===== src/rtl/hash_pkg.sv =====
`default_nettype none
// ============================================================================
// Module   : hash_pkg
// Purpose  : Shared widths, nibble/word types and a counter-width helper for
//            the hash nibble link blocks.
// Revision : 1.0  initial release
// ============================================================================
package hash_pkg;

  localparam int NIB_W         = 4;
  localparam int WORD_W        = 32;
  localparam int NIBS_PER_WORD = 8;
  localparam int NIB_CNT_W     = $clog2(NIBS_PER_WORD);

  typedef logic [NIB_W-1:0]     nibble_t;
  typedef logic [WORD_W-1:0]    hash_word_t;
  typedef logic [NIB_CNT_W-1:0] nib_cnt_t;

  // Counter width that never collapses to zero bits for a single-entry count.
  function automatic int cnt_width(input int n);
    return (n > 1) ? $clog2(n) : 1;
  endfunction

endpackage
`default_nettype wire


===== src/rtl/nibble_word_reg.sv =====
`default_nettype none
// ============================================================================
// Module   : nibble_word_reg
// Purpose  : Single-entry valid/ready output register for assembled words.
//            Holds data/last stable while stalled; a load in the same cycle
//            as a drain replaces the old word without a bubble.
// Revision : 1.0  initial release
// ============================================================================
module nibble_word_reg
  import hash_pkg::*;
(
  input  logic       clk,
  input  logic       rst_n,
  input  logic       load_i,
  input  hash_word_t data_i,
  input  logic       last_i,
  input  logic       ready_i,
  output logic       valid_o,
  output hash_word_t data_o,
  output logic       last_o
);

  logic       valid_q;
  hash_word_t data_q;
  logic       last_q;

  // Load wins over drain so a simultaneous drain+load keeps valid asserted.
  always_ff @(posedge clk or negedge rst_n) begin
    if (!rst_n) begin
      valid_q <= 1'b0;
      data_q  <= '0;
      last_q  <= 1'b0;
    end else if (load_i) begin
      valid_q <= 1'b1;
      data_q  <= data_i;
      last_q  <= last_i;
    end else if (ready_i) begin
      valid_q <= 1'b0;
    end
  end

  assign valid_o = valid_q;
  assign data_o  = data_q;
  assign last_o  = last_q;

endmodule
`default_nettype wire


===== src/rtl/nibble_assembler.sv =====
`default_nettype none
// ============================================================================
// Module   : nibble_assembler
// Purpose  : Rebuilds 32-bit words from a least-significant-nibble-first
//            stream and frames NWORDS words per digest, flagging framing
//            violations with a one-cycle frame_err pulse.
// Revision : 1.0  initial release
// ============================================================================
module nibble_assembler
  import hash_pkg::*;
#(
  parameter int NWORDS = 8,
  parameter int CNT_W  = cnt_width(NWORDS)
) (
  input  logic              clk,
  input  logic              rst_n,
  input  logic              nib_valid,
  output logic              nib_ready,
  input  logic [NIB_W-1:0]  nib_data,
  input  logic              nib_last,
  output logic              word_valid,
  input  logic              word_ready,
  output logic [WORD_W-1:0] word_data,
  output logic              word_last,
  output logic              frame_err
);

  localparam logic [CNT_W-1:0] LAST_WORD = CNT_W'(NWORDS - 1);
  localparam nib_cnt_t         LAST_NIB  = nib_cnt_t'(NIBS_PER_WORD - 1);
  // Only the first seven nibbles need storing; the eighth is taken straight
  // from the input when the word is loaded into the output register.
  localparam int               SR_W      = WORD_W - NIB_W;

  nib_cnt_t         nib_cnt_q, nib_cnt_d;
  logic [CNT_W-1:0] word_cnt_q, word_cnt_d;
  logic [SR_W-1:0]  sr_q, sr_d;
  logic             frame_err_q, frame_err_d;

  logic       accept;
  logic       at_last_nib;
  logic       at_last_word;
  logic       at_final;
  logic       word_load;
  logic       load_last;
  hash_word_t load_data;

  assign at_last_nib  = (nib_cnt_q == LAST_NIB);
  assign at_last_word = (word_cnt_q == LAST_WORD);
  assign at_final     = at_last_nib && at_last_word;

  // The 8th nibble may only enter when the output slot is free or draining.
  assign nib_ready = !at_last_nib || !word_valid || word_ready;
  assign accept    = nib_valid && nib_ready;

  assign word_load = accept && at_last_nib;
  assign load_data = {nib_data, sr_q};
  // Any word that ends the frame, correctly or not, is marked last.
  assign load_last = at_last_word || nib_last;

  // Next-state for counters, nibble shift register and framing error flag.
  always_comb begin
    nib_cnt_d   = nib_cnt_q;
    word_cnt_d  = word_cnt_q;
    sr_d        = sr_q;
    frame_err_d = 1'b0;
    if (accept) begin
      sr_d        = {nib_data, sr_q[SR_W-1:NIB_W]};
      frame_err_d = nib_last ^ at_final;
      if (nib_last || at_final) begin
        nib_cnt_d  = '0;
        word_cnt_d = '0;
      end else if (at_last_nib) begin
        nib_cnt_d  = '0;
        word_cnt_d = word_cnt_q + CNT_W'(1);
      end else begin
        nib_cnt_d  = nib_cnt_q + nib_cnt_t'(1);
      end
    end
  end

  // State registers with asynchronous clear.
  always_ff @(posedge clk or negedge rst_n) begin
    if (!rst_n) begin
      nib_cnt_q   <= '0;
      word_cnt_q  <= '0;
      sr_q        <= '0;
      frame_err_q <= 1'b0;
    end else begin
      nib_cnt_q   <= nib_cnt_d;
      word_cnt_q  <= word_cnt_d;
      sr_q        <= sr_d;
      frame_err_q <= frame_err_d;
    end
  end

  assign frame_err = frame_err_q;

  nibble_word_reg u_word_reg (
    .clk     (clk),
    .rst_n   (rst_n),
    .load_i  (word_load),
    .data_i  (load_data),
    .last_i  (load_last),
    .ready_i (word_ready),
    .valid_o (word_valid),
    .data_o  (word_data),
    .last_o  (word_last)
  );

endmodule
`default_nettype wire


===== config.mk =====
export PLATFORM = sky130hd
export DESIGN_NAME = nibble_assembler
export DESIGN_NICKNAME = d
export VERILOG_FILES = /design/src/rtl/hash_pkg.sv /design/src/rtl/nibble_word_reg.sv /design/src/rtl/nibble_assembler.sv
export SDC_FILE = /design/constraint.sdc
export NUM_CORES = 1
export LEC_CHECK = 0
export CAP_MARGIN = 25
export CORE_MARGIN = 1.5
export CORE_UTILIZATION = 50
export CTS_BUF_LIST = sky130_fd_sc_hd__clkbuf_16
export DETAILED_ROUTE_END_ITERATION = 8
export GPL_TIMING_DRIVEN = 0
export MAX_ROUTING_LAYER = met4
export PLACE_DENSITY = 0.76
export SYNTH_ARGS = -nofsm -noshare
export SYNTH_HDL_FRONTEND = slang
export SYNTH_SLANG_ARGS = --single-unit

===== constraint.sdc =====
create_clock -name clk -period 2.1 [get_ports clk]
set_input_delay 0.42 -clock clk [delete_from_list [all_inputs] [get_ports clk]]
set_output_delay 0.42 -clock clk [all_outputs]
set_load 0.02 [all_outputs]

==> flow_metrics.py, run 1 <==
metrics = {
    "floorplanning": {
        "start_util": 0.518,
        "core-area_um2": 5470,
        "io_pins": 45,
        "dieWidth_um": 78.3,
        "num_rows": 27,
        "die_area_um2": 6130,
        "die_h_um": 78.3,
    },
    "logic_synthesis": {
        "avgSynthCellArea_um2": 16.2,
        "synth_area_leaders": "dfrtp_1, mux2_4, mux2_1",
        "yosysTopAreaCell": "dfrtp_1",
        "ys_seq_area_frac": 0.609,
        "synth_top_area_share": 0.609,
        "synthCells": 175,
        "synth.distinct_cells": 21,
        "ys_warn_count": 0,
        "syn-num-nets": 189,
        "syn_area_um2": 2830,
        "yosys_register_bits": 69,
    },
    "clocking": {
        "htree_levels": 3,
        "clk_latency_ps": 320,
        "clk_pin_slew_ps": 50,
        "hold_buffers": 0,
        "clockBufferDepth": 2,
        "clkSinkCount": 69,
        "cts_tree": "yes",
        "root_buffer": "clkbuf_16",
        "numCtsBuffers": 9,
    },
    "cells_and_area": {
        "area_growth_syn_to_layout_pct": 28.4,
        "layout-drive-gt1-share": 0.251,
        "diodes": 0,
        "nFillCells": 412,
        "regArea_um2": 1730,
        "layout.nets": 245,
        "multiInputGateArea_um2": 1020,
        "stdcell_count": 307,
    },
    "timing": {
        "setup_tns_ps": 0,
        "max_freq_mhz": 484,
        "layout_min_cycle_time_ps": 2070,
        "hold_viol_final": 0,
        "report.final.setup_viol": 0,
        "period_share": 0.984,
        "fin_skew_ps": 6.46,
        "relSlewSlack": 0.432,
        "drv_slew": 0,
        "tightest_slew_ps": 851,
    },
    "pwr": {
        "irDropWorstVdd_v": 0.000588,
        "pwr_density_cell_nw_per_um2": 960,
        "leakage_nw": 1.79,
    },
    "route": {
        "vias_per_cell": 5.06,
        "wl_um": 4690,
        "drc": 0,
        "wl_per_cell_um": 15.3,
        "vias": 1552,
        "drtIter0Drc": 65,
        "drtPass1Iterations": 4,
        "drtAntennaViolNets": 0,
    },
    "outcome": {
        "status": "complete, no violations",
    },
    "setup_path": {
        "arrival_ps": 1650,
        "worstPathRequired_ps": 1680,
        "cp-end-kind": "output port",
        "worstSetupStartpointType": "register",
        "path_max_fanout": 8,
        "crit_type": "reg -> out",
    },
    "placed_design": {
        "place_congestion": 0.758,
        "portBuffers": 44,
        "dp_hpwl_um": 2940,
        "dp_cells": 291,
    },
    "min_path": {
        "hold_path.class": "in -> async",
    },
    "grt": {
        "grt_max_degree": 70,
        "grt_pass1_vias": 1571,
        "grt_use_total": 0.176,
        "overflow": 0,
        "antenna_found_initial": 0,
        "grt_pass1_wl_um": 7880,
    },
    "run": {
        "max_cap_viol_count": 0,
    },
}
## path summary, 6_finish.rpt
kind / start / to / slack, ps / cells past startpoint
max: nib_cnt_q[0] / nib_ready / 30 / 6
max in group asynchronous: rst_n / u_word_reg.data_o[31] / 1340 / 1
min in group clk: u_word_reg.data_o[6] / u_word_reg.data_o[6] / 480 / 1
min reg2reg: u_word_reg.data_o[6] / u_word_reg.data_o[6] / 480 / 1
max reg2reg: nib_cnt_q[0] / sr_q[7] / 240 / 8
min: rst_n / u_word_reg.data_o[5] / 200 / 1
## metal layers
layer / GRT usage / wire length (µm) / vias to the layer above
met5: - / 0 / -
met4: 0.0643 / 51 / 0
met3: 0.0698 / 267 / 7
met2: 0.247 / 2050 / 51
met1: 0.232 / 2320 / 768
li1: - / - / 726
## metrics by stage
stage	total power, mW	setup slack, ps	hold slack [ps]	area (µm²)	util
6_report	3.49	33.5	204	3640	0.665
3_3_place_gp	2.19	-1710	466	3360	0.615
5_1_grt	3.66	-25.8	285	3640	0.665
4_1_cts	3.52	19.7	238	3620	0.661
2_1_floorplan	2.00	286	124	2830	-
3_5_place_dp	2.21	-172	474	3360	0.614
## worst max-delay path, cell delays in order (launching register included)
cell     delay, ps
dfrtp_1        410
ha_2           220
ha_4           170
and3b_1        180
buf_6          130
inv_4           60
buf_4          130
## synthesized netlist by cell type
library cell  count
dfrtp_1          69
mux2_1           29
mux2_4           27
nand2_1           8
buf_6             7
o21ai_0           7
ha_1              5
mux2_2            5
inv_1             3
nor2_1            2
nor2b_1           2
o31ai_1           2
a21o_1            1
and3_1            1
and3b_1           1
buf_2             1
inv_4             1
mux2i_1           1
nand2_4           1
nand2b_1          1
nor3_1            1
## power by group
part | total (mW) | internal [mW] | switching [mW]
combinational | 0.521 | 0.328 | 0.193
clock | 1.30 | 0.776 | 0.522
sequential | 1.67 | 1.53 | 0.142
total | 3.49 | 2.64 | 0.858
## registers in the layout, indices dropped and copies added, names as in the netlist
signal	count
frame_err	1
word_cnt_q	3
u_word_reg.last_o	1
nib_cnt_q	3
u_word_reg.data_o	32
sr_q	28
u_word_reg.valid_o	1
## timing repair
item | CTS | global route
setup buffers | 0 | 1
resized for setup | 6 | 2
endpoints found under the setup margin | 1 | 1
hold endpoints to repair | 0 | 0
## logic make-up (layout without fill, tap and decap cells)
logic type	after synthesis	count (layout)	share of synthesized area
multiplexers	62	62	0.282
AO/OA/AOI/OAI	10	10	0.0203
AND/OR/NAND/NOR	17	17	0.0309
buffers and inverters	12	72	0.0358
adder cells (fa/ha/maj)	5	5	0.0221
flip-flops	69	69	0.609
## cell usage in the layout (no fill, tap or decap), types with 2 or more instances in the layout
cell and count:
dfrtp_1 69, clkdlybuf4s50_1 42, mux2_1 29, mux2_4 27, clkbuf_16 9, nand2_1 8, buf_6 7, o21ai_0 7
mux2_2 5, inv_1 3, ha_1 3, clkinv_1 3, buf_4 3, nor2b_1 2, o31ai_1 2, nor2_1 2
clkinvlp_4 2
## cell type report
class,instances,share of cell area
sequential,69,0.475
multi-input combinational,94,0.281
timing repair buffer,45,0.122
clock buffer,9,0.0619
tap,72,0.0248
buffer,8,0.0230
clock inverter,6,0.00860
inverter,4,0.00481
Power figures use the tool's default switching activity.
==> run 2: changes to the inputs <==
- ABC_AREA: unset -> 1
==> run 2 against run 1 <==
- area after synthesis increased by 0.71%
- utilization is 0.82 points lower
- critical path depth down 2
- combinational power fell by 25%
- register-to-register slack improved by 190 ps
- first-iteration DRC count grew 72%
- sequential power down 9.6%
- worst hold slack improved by 8.8 ps
- routed wire length increased by 14%
- highest routed layer unchanged
==> flow_metrics.py, run 2 <==
metrics = {
    "outcome": {
        "status": "complete, no violations",
    },
    "cells_and_area": {
        "mostFrequentLayoutCells": "nand2_1, dfrtp_1, inv_1, clkdlybuf4s50_1, o21ai_1",
        "layout.nets": 349,
        "fin_util": 0.657,
        "layout-drive-gt1-share": 0.153,
        "final_common_cell": "nand2_1",
        "diodes": 0,
        "largest_reg_flops": 32,
        "area_growth_syn_to_layout_pct": 26.7,
    },
    "grt": {
        "grt_max_degree": 70,
        "grt_use_total": 0.201,
        "overflow": 0,
        "antenna_found_initial": 0,
        "grt_pass1_vias": 1935,
        "grt_pass1_wl_um": 9130,
    },
    "clocking": {
        "clk_pin_slew_ps": 50,
        "clkSinkCount": 69,
        "postCtsSetupBuffers": 0,
        "cts_tree": "yes",
        "clk_latency_ps": 320,
        "clockBufferDepth": 2,
        "root_buffer": "clkbuf_16",
        "htree_levels": 3,
        "numCtsBuffers": 9,
        "hold_buffers": 0,
    },
    "logic_synthesis": {
        "syn_area_um2": 2850,
        "ys_warn_count": 0,
        "yosys-top-cells-count": "nand2_1, dfrtp_1, inv_1",
        "yosys_register_bits": 69,
        "avgSynthCellArea_um2": 10.2,
        "synth-edff-count": 0,
        "yosysTopAreaCell": "dfrtp_1",
        "synth_top_area_share": 0.605,
        "synth.distinct_cells": 18,
        "synth_area_leaders": "dfrtp_1, nand2_1, o21ai_2",
        "yosysMostFrequentCell": "nand2_1",
        "ys_seq_area_frac": 0.605,
        "syn-num-nets": 295,
        "synthCells": 281,
        "async_reset_ff_frac": 1.00,
        "ys.flop_type": "dfrtp_1",
    },
    "pwr": {
        "irDropWorstVdd_v": 0.000535,
        "pwr_density_cell_nw_per_um2": 879,
        "power_switching_uw": 798,
        "combPwrFrac": 0.123,
        "sw_frac_of_total": 0.251,
        "seqPwrFrac": 0.476,
        "leakage_nw": 1.73,
        "clkPwrFrac": 0.401,
        "internal_power_mw": 2.38,
        "total_power_mw": 3.18,
    },
    "setup_path": {
        "crit_cells": 4,
        "worstPathRequired_ps": 1680,
        "cp-end-kind": "output port",
        "crit_buf_inv": 1,
        "timing.critical_path.mode_cell": "ha_1",
        "arrival_ps": 1520,
        "slowest_stage": "dfrtp_1",
        "r2r_cells": 5,
        "path_cells": "ha_1, ha_1, nand3_4, clkbuf_2",
        "crit_type": "reg -> out",
        "path_max_fanout": 6,
        "slowest_delay_ps": 400,
        "worstSetupStartpointType": "register",
        "cpLargestDelayFamily": "adder cells",
    },
    "placed_design": {
        "dp_hpwl_um": 3470,
        "place_congestion": 0.791,
        "portBuffers": 43,
        "place_ws_ps": 20.0,
    },
    "floorplanning": {
        "core-area_um2": 5510,
        "num_rows": 27,
        "die_h_um": 78.6,
        "die_area_um2": 6170,
        "start_util": 0.518,
        "io_pins": 45,
        "dieWidth_um": 78.6,
    },
    "timing": {
        "max_freq_mhz": 514,
        "fin_skew_ps": 6.53,
        "layout_min_cycle_time_ps": 1940,
        "drv_slew": 0,
        "rsz0062_at_grt": "no",
        "tightest_slew_ps": 834,
        "period_share": 0.926,
        "report.final.setup_viol": 0,
        "setup_slack_ps": 155,
        "hold_viol_final": 0,
        "relSlewSlack": 0.444,
    },
    "min_path": {
        "hold_path.class": "in -> async",
    },
    "route": {
        "drc": 0,
        "vias_per_cell": 4.99,
        "drtAntennaViolNets": 0,
        "vias": 2049,
        "wl_um": 5330,
        "wl_per_cell_um": 13.0,
        "drtIter0Drc": 112,
        "drtPass1Iterations": 4,
    },
    "run": {
        "max_cap_viol_count": 0,
    },
}
[run 2: cell count changes after synthesis, sizes merged, moves of 3 or more]
cell / change
o21ai: +56
buf: +4
inv: +35
nand2: +71
nand4: +3
mux2: -61
nand3: +4
[run 2: through the flow]
step           hold slack (ps)  instance area, µm²  instances  setup TNS, ps
3_3_place_gp               462                3370        396        -113640
6_report                   213                3620        411              0
3_5_place_dp               466                3370        396              0
4_1_cts                    243                3620        411              0
2_1_floorplan              124                2850        281              0
5_1_grt                    269                3620        411              0
[run 2: power by group through the flow]
stage / Combinational [mW] / Clock, mW / Sequential (mW)
after detailed placement: 0.396 / 0 / 1.53
after floorplan: 0.208 / 0 / 1.56
after CTS: 0.399 / 1.28 / 1.51
final: 0.391 / 1.28 / 1.51
after global placement: 0.386 / 0 / 1.53
after global routing: 0.442 / 1.36 / 1.52
[run 2: what timing repair did]
| action | 4_1_cts | 5_1_grt |
|---|---|---|
| setup endpoints to repair | 1 | 1 |
| gates resized for setup | 2 | 1 |
| pin swaps | 0 | 0 |
[run 2: path summary, 6_finish.rpt]
path                       slack, ps          start                     to
min reg2reg                      480  word_cnt_q[1]          word_cnt_q[1]
min                              210          rst_n   u_word_reg.data_o[2]
max reg2reg                      430   nib_cnt_q[0]  u_word_reg.data_o[17]
max in group asynchronous       1350          rst_n          word_cnt_q[1]
min in group clk                 410      nib_valid           nib_cnt_q[0]
max                              160   nib_cnt_q[0]              nib_ready
[run 2: logic make-up after synthesis]
kind of cell | synth area share
AND/OR/NAND/NOR | 0.133
flip-flops | 0.605
AO/OA/AOI/OAI | 0.142
buffers and inverters | 0.0982
adder cells (fa/ha/maj) | 0.0219
[run 2: final cells by class]
| class | instances | area, µm² |
|---|---|---|
| Sequential cell | 69 | 1730 |
| Timing Repair Buffer | 43 | 423 |
| Buffer | 14 | 134 |
| Fill cell | 460 | 1890 |
| Inverter | 39 | 146 |
| Clock buffer | 9 | 225 |
| Tap cell | 72 | 90.1 |
| Multi-Input combinational cell | 159 | 847 |
| Clock inverter | 6 | 23.8 |
[run 2: metal layers]
| metal | track usage | wire, µm | up-vias |
|---|---|---|---|
| li1 | - | - | 996 |
| met1 | 0.263 | 2480 | 991 |
| met2 | 0.294 | 2480 | 50 |
| met3 | 0.0523 | 228 | 12 |
| met4 | 0.0929 | 139 | 0 |
| met5 | - | 0 | - |
==> run 3: changes to the inputs <==
- CORE_ASPECT_RATIO: unset -> 1.25
==> run 3 against run 2 <==
- global-route usage fell by 0.22 points
- via count fell by 2.2%
- clock-buffer cell count did not move
- critical endpoint unchanged
- largest power group is now the clock network
- utilization rose by 1.2 points
- die area barely moved
- non-clock buffer count did not move
- clock power rose by 20%
- sequential cell count did not move
- sequential share of layout area fell by 0.62 points
- register-to-register slack improved by 30 ps
- total power rose by 8.3%
==> flow_metrics.py, run 3 (synthesized netlist as in run 2, its figures left out) <==
metrics = {
    "outcome": {
        "status": "complete, no violations",
    },
    "cells_and_area": {
        "area_growth_syn_to_layout_pct": 28.4,
        "layout-drive-gt1-share": 0.162,
        "final_common_cell": "nand2_1",
        "largest_reg_flops": 32,
        "stdcell_count": 404,
        "mostFrequentLayoutCells": "nand2_1, dfrtp_1, clkdlybuf4s50_1, inv_1, o21ai_1",
        "fin_util": 0.668,
        "layout.nets": 349,
        "regArea_um2": 1730,
        "nFillCells": 429,
        "diodes": 0,
        "multiInputGateArea_um2": 847,
    },
    "setup_path": {
        "path_cells": "ha_1, ha_1, nand3_4, clkbuf_2",
        "worstPathRequired_ps": 1680,
        "crit_buf_inv": 1,
        "cpLargestDelayFamily": "adder cells",
        "arrival_ps": 1520,
        "slowest_delay_ps": 400,
        "slowest_stage": "dfrtp_1",
        "cp-end-kind": "output port",
        "path_max_fanout": 6,
        "worstSetupStartpointType": "register",
        "timing.critical_path.mode_cell": "ha_1",
        "crit_type": "reg -> out",
    },
    "run": {
        "max_cap_viol_count": 0,
    },
    "timing": {
        "relSlewSlack": 0.443,
        "drv_slew": 0,
        "hold_viol_final": 0,
        "setup_tns_ps": 0,
        "fin_skew_ps": 4.60,
        "rsz0062_at_grt": "no",
        "report.final.setup_viol": 0,
        "tightest_slew_ps": 836,
        "max_freq_mhz": 515,
        "layout_min_cycle_time_ps": 1940,
        "setup_slack_ps": 159,
        "period_share": 0.924,
    },
    "floorplanning": {
        "num_rows": 30,
        "dieWidth_um": 70.6,
        "die_h_um": 87.5,
        "die_area_um2": 6170,
        "io_pins": 45,
        "start_util": 0.521,
        "core-area_um2": 5480,
    },
    "grt": {
        "use_met3": 0.0382,
        "grt_pass1_wl_um": 9150,
        "overflow": 0,
        "grt_util_met1": 0.233,
        "antenna_found_initial": 0,
        "grt_max_degree": 70,
        "grt_pass1_vias": 1976,
        "grt.busiest_layer": "met2",
        "use_met2": 0.333,
        "grt_use_total": 0.199,
    },
    "route": {
        "drtPass1Iterations": 4,
        "drc": 0,
        "vias": 2004,
        "drtIter0Drc": 135,
        "wl_per_cell_um": 13.3,
        "drtAntennaViolNets": 0,
        "wl_um": 5360,
        "vias_per_cell": 4.96,
    },
    "placed_design": {
        "place_congestion": 0.809,
        "dp_cells": 388,
        "place_ws_ps": 1.84,
        "dp_hpwl_um": 3600,
        "portBuffers": 43,
    },
    "pwr": {
        "pwr_density_cell_nw_per_um2": 940,
        "irDropWorstVdd_v": 0.000669,
        "leakage_nw": 1.75,
    },
    "clocking": {
        "hold_buffers": 0,
        "root_buffer": "clkbuf_16",
        "numCtsBuffers": 9,
        "clockBufferDepth": 2,
        "clk_pin_slew_ps": 50,
        "cts_tree": "yes",
        "clkSinkCount": 69,
        "htree_levels": 3,
        "clk_latency_ps": 320,
    },
    "min_path": {
        "hold_path.class": "in -> async",
    },
}
==> run 3: changes by cell type in the layout (fill, tap and decap cells not counted), sizes merged <==
cell    previous run  this run
bufinv             0         2
inv               41        40
==> run 3: worst paths after layout <==
kind,end,slack (ps),cells after the start,start
max,nib_ready,160,4,nib_cnt_q[0]
min,u_word_reg.data_o[6],200,1,rst_n
max reg2reg,u_word_reg.data_o[18],460,5,nib_cnt_q[0]
min reg2reg,word_cnt_q[1],480,2,word_cnt_q[1]
max in group asynchronous,sr_q[10],1360,1,rst_n
min in group clk,word_cnt_q[0],420,3,nib_valid
==> run 3: what timing repair did <==
action                                  in CTS  in global routing
gates resized for setup                      2                  1
buffers inserted                             0                  0
endpoints found under the setup margin       1                  1
==> run 3: power breakdown <==
| part | leakage, nW | internal, mW | switching (mW) |
|---|---|---|---|
| clock | 0.155 | 1.02 | 0.514 |
| combinational | 0.672 | 0.165 | 0.228 |
| sequential | 0.924 | 1.45 | 0.0654 |
==> run 3: area by class of cell <==
cell class	count	area share
flip-flops and latches	69	0.471
multi-input cells	159	0.231
repair buffers	43	0.115
clock buffers	9	0.0615
inverters	39	0.0400
plain buffers	14	0.0365
clock inverters	7	0.0222
well taps	64	0.0219
==> run 3: through the flow <==
| step | area (µm²) | hold WS (ps) | total power, mW |
|---|---|---|---|
| 2_1_floorplan | 2850 | 124 | 1.77 |
| 3_3_place_gp | 3360 | 462 | 1.92 |
| 3_5_place_dp | 3360 | 468 | 1.93 |
| 4_1_cts | 3670 | 233 | 3.47 |
| 5_1_grt | 3660 | 278 | 3.57 |
| 6_report | 3660 | 201 | 3.44 |
==> run 3: layer usage <==
layer	part of all wire	wire [µm]
met1	0.43	2310
met2	0.51	2750
met3	0.036	194
met4	0.019	104
met5	0	0
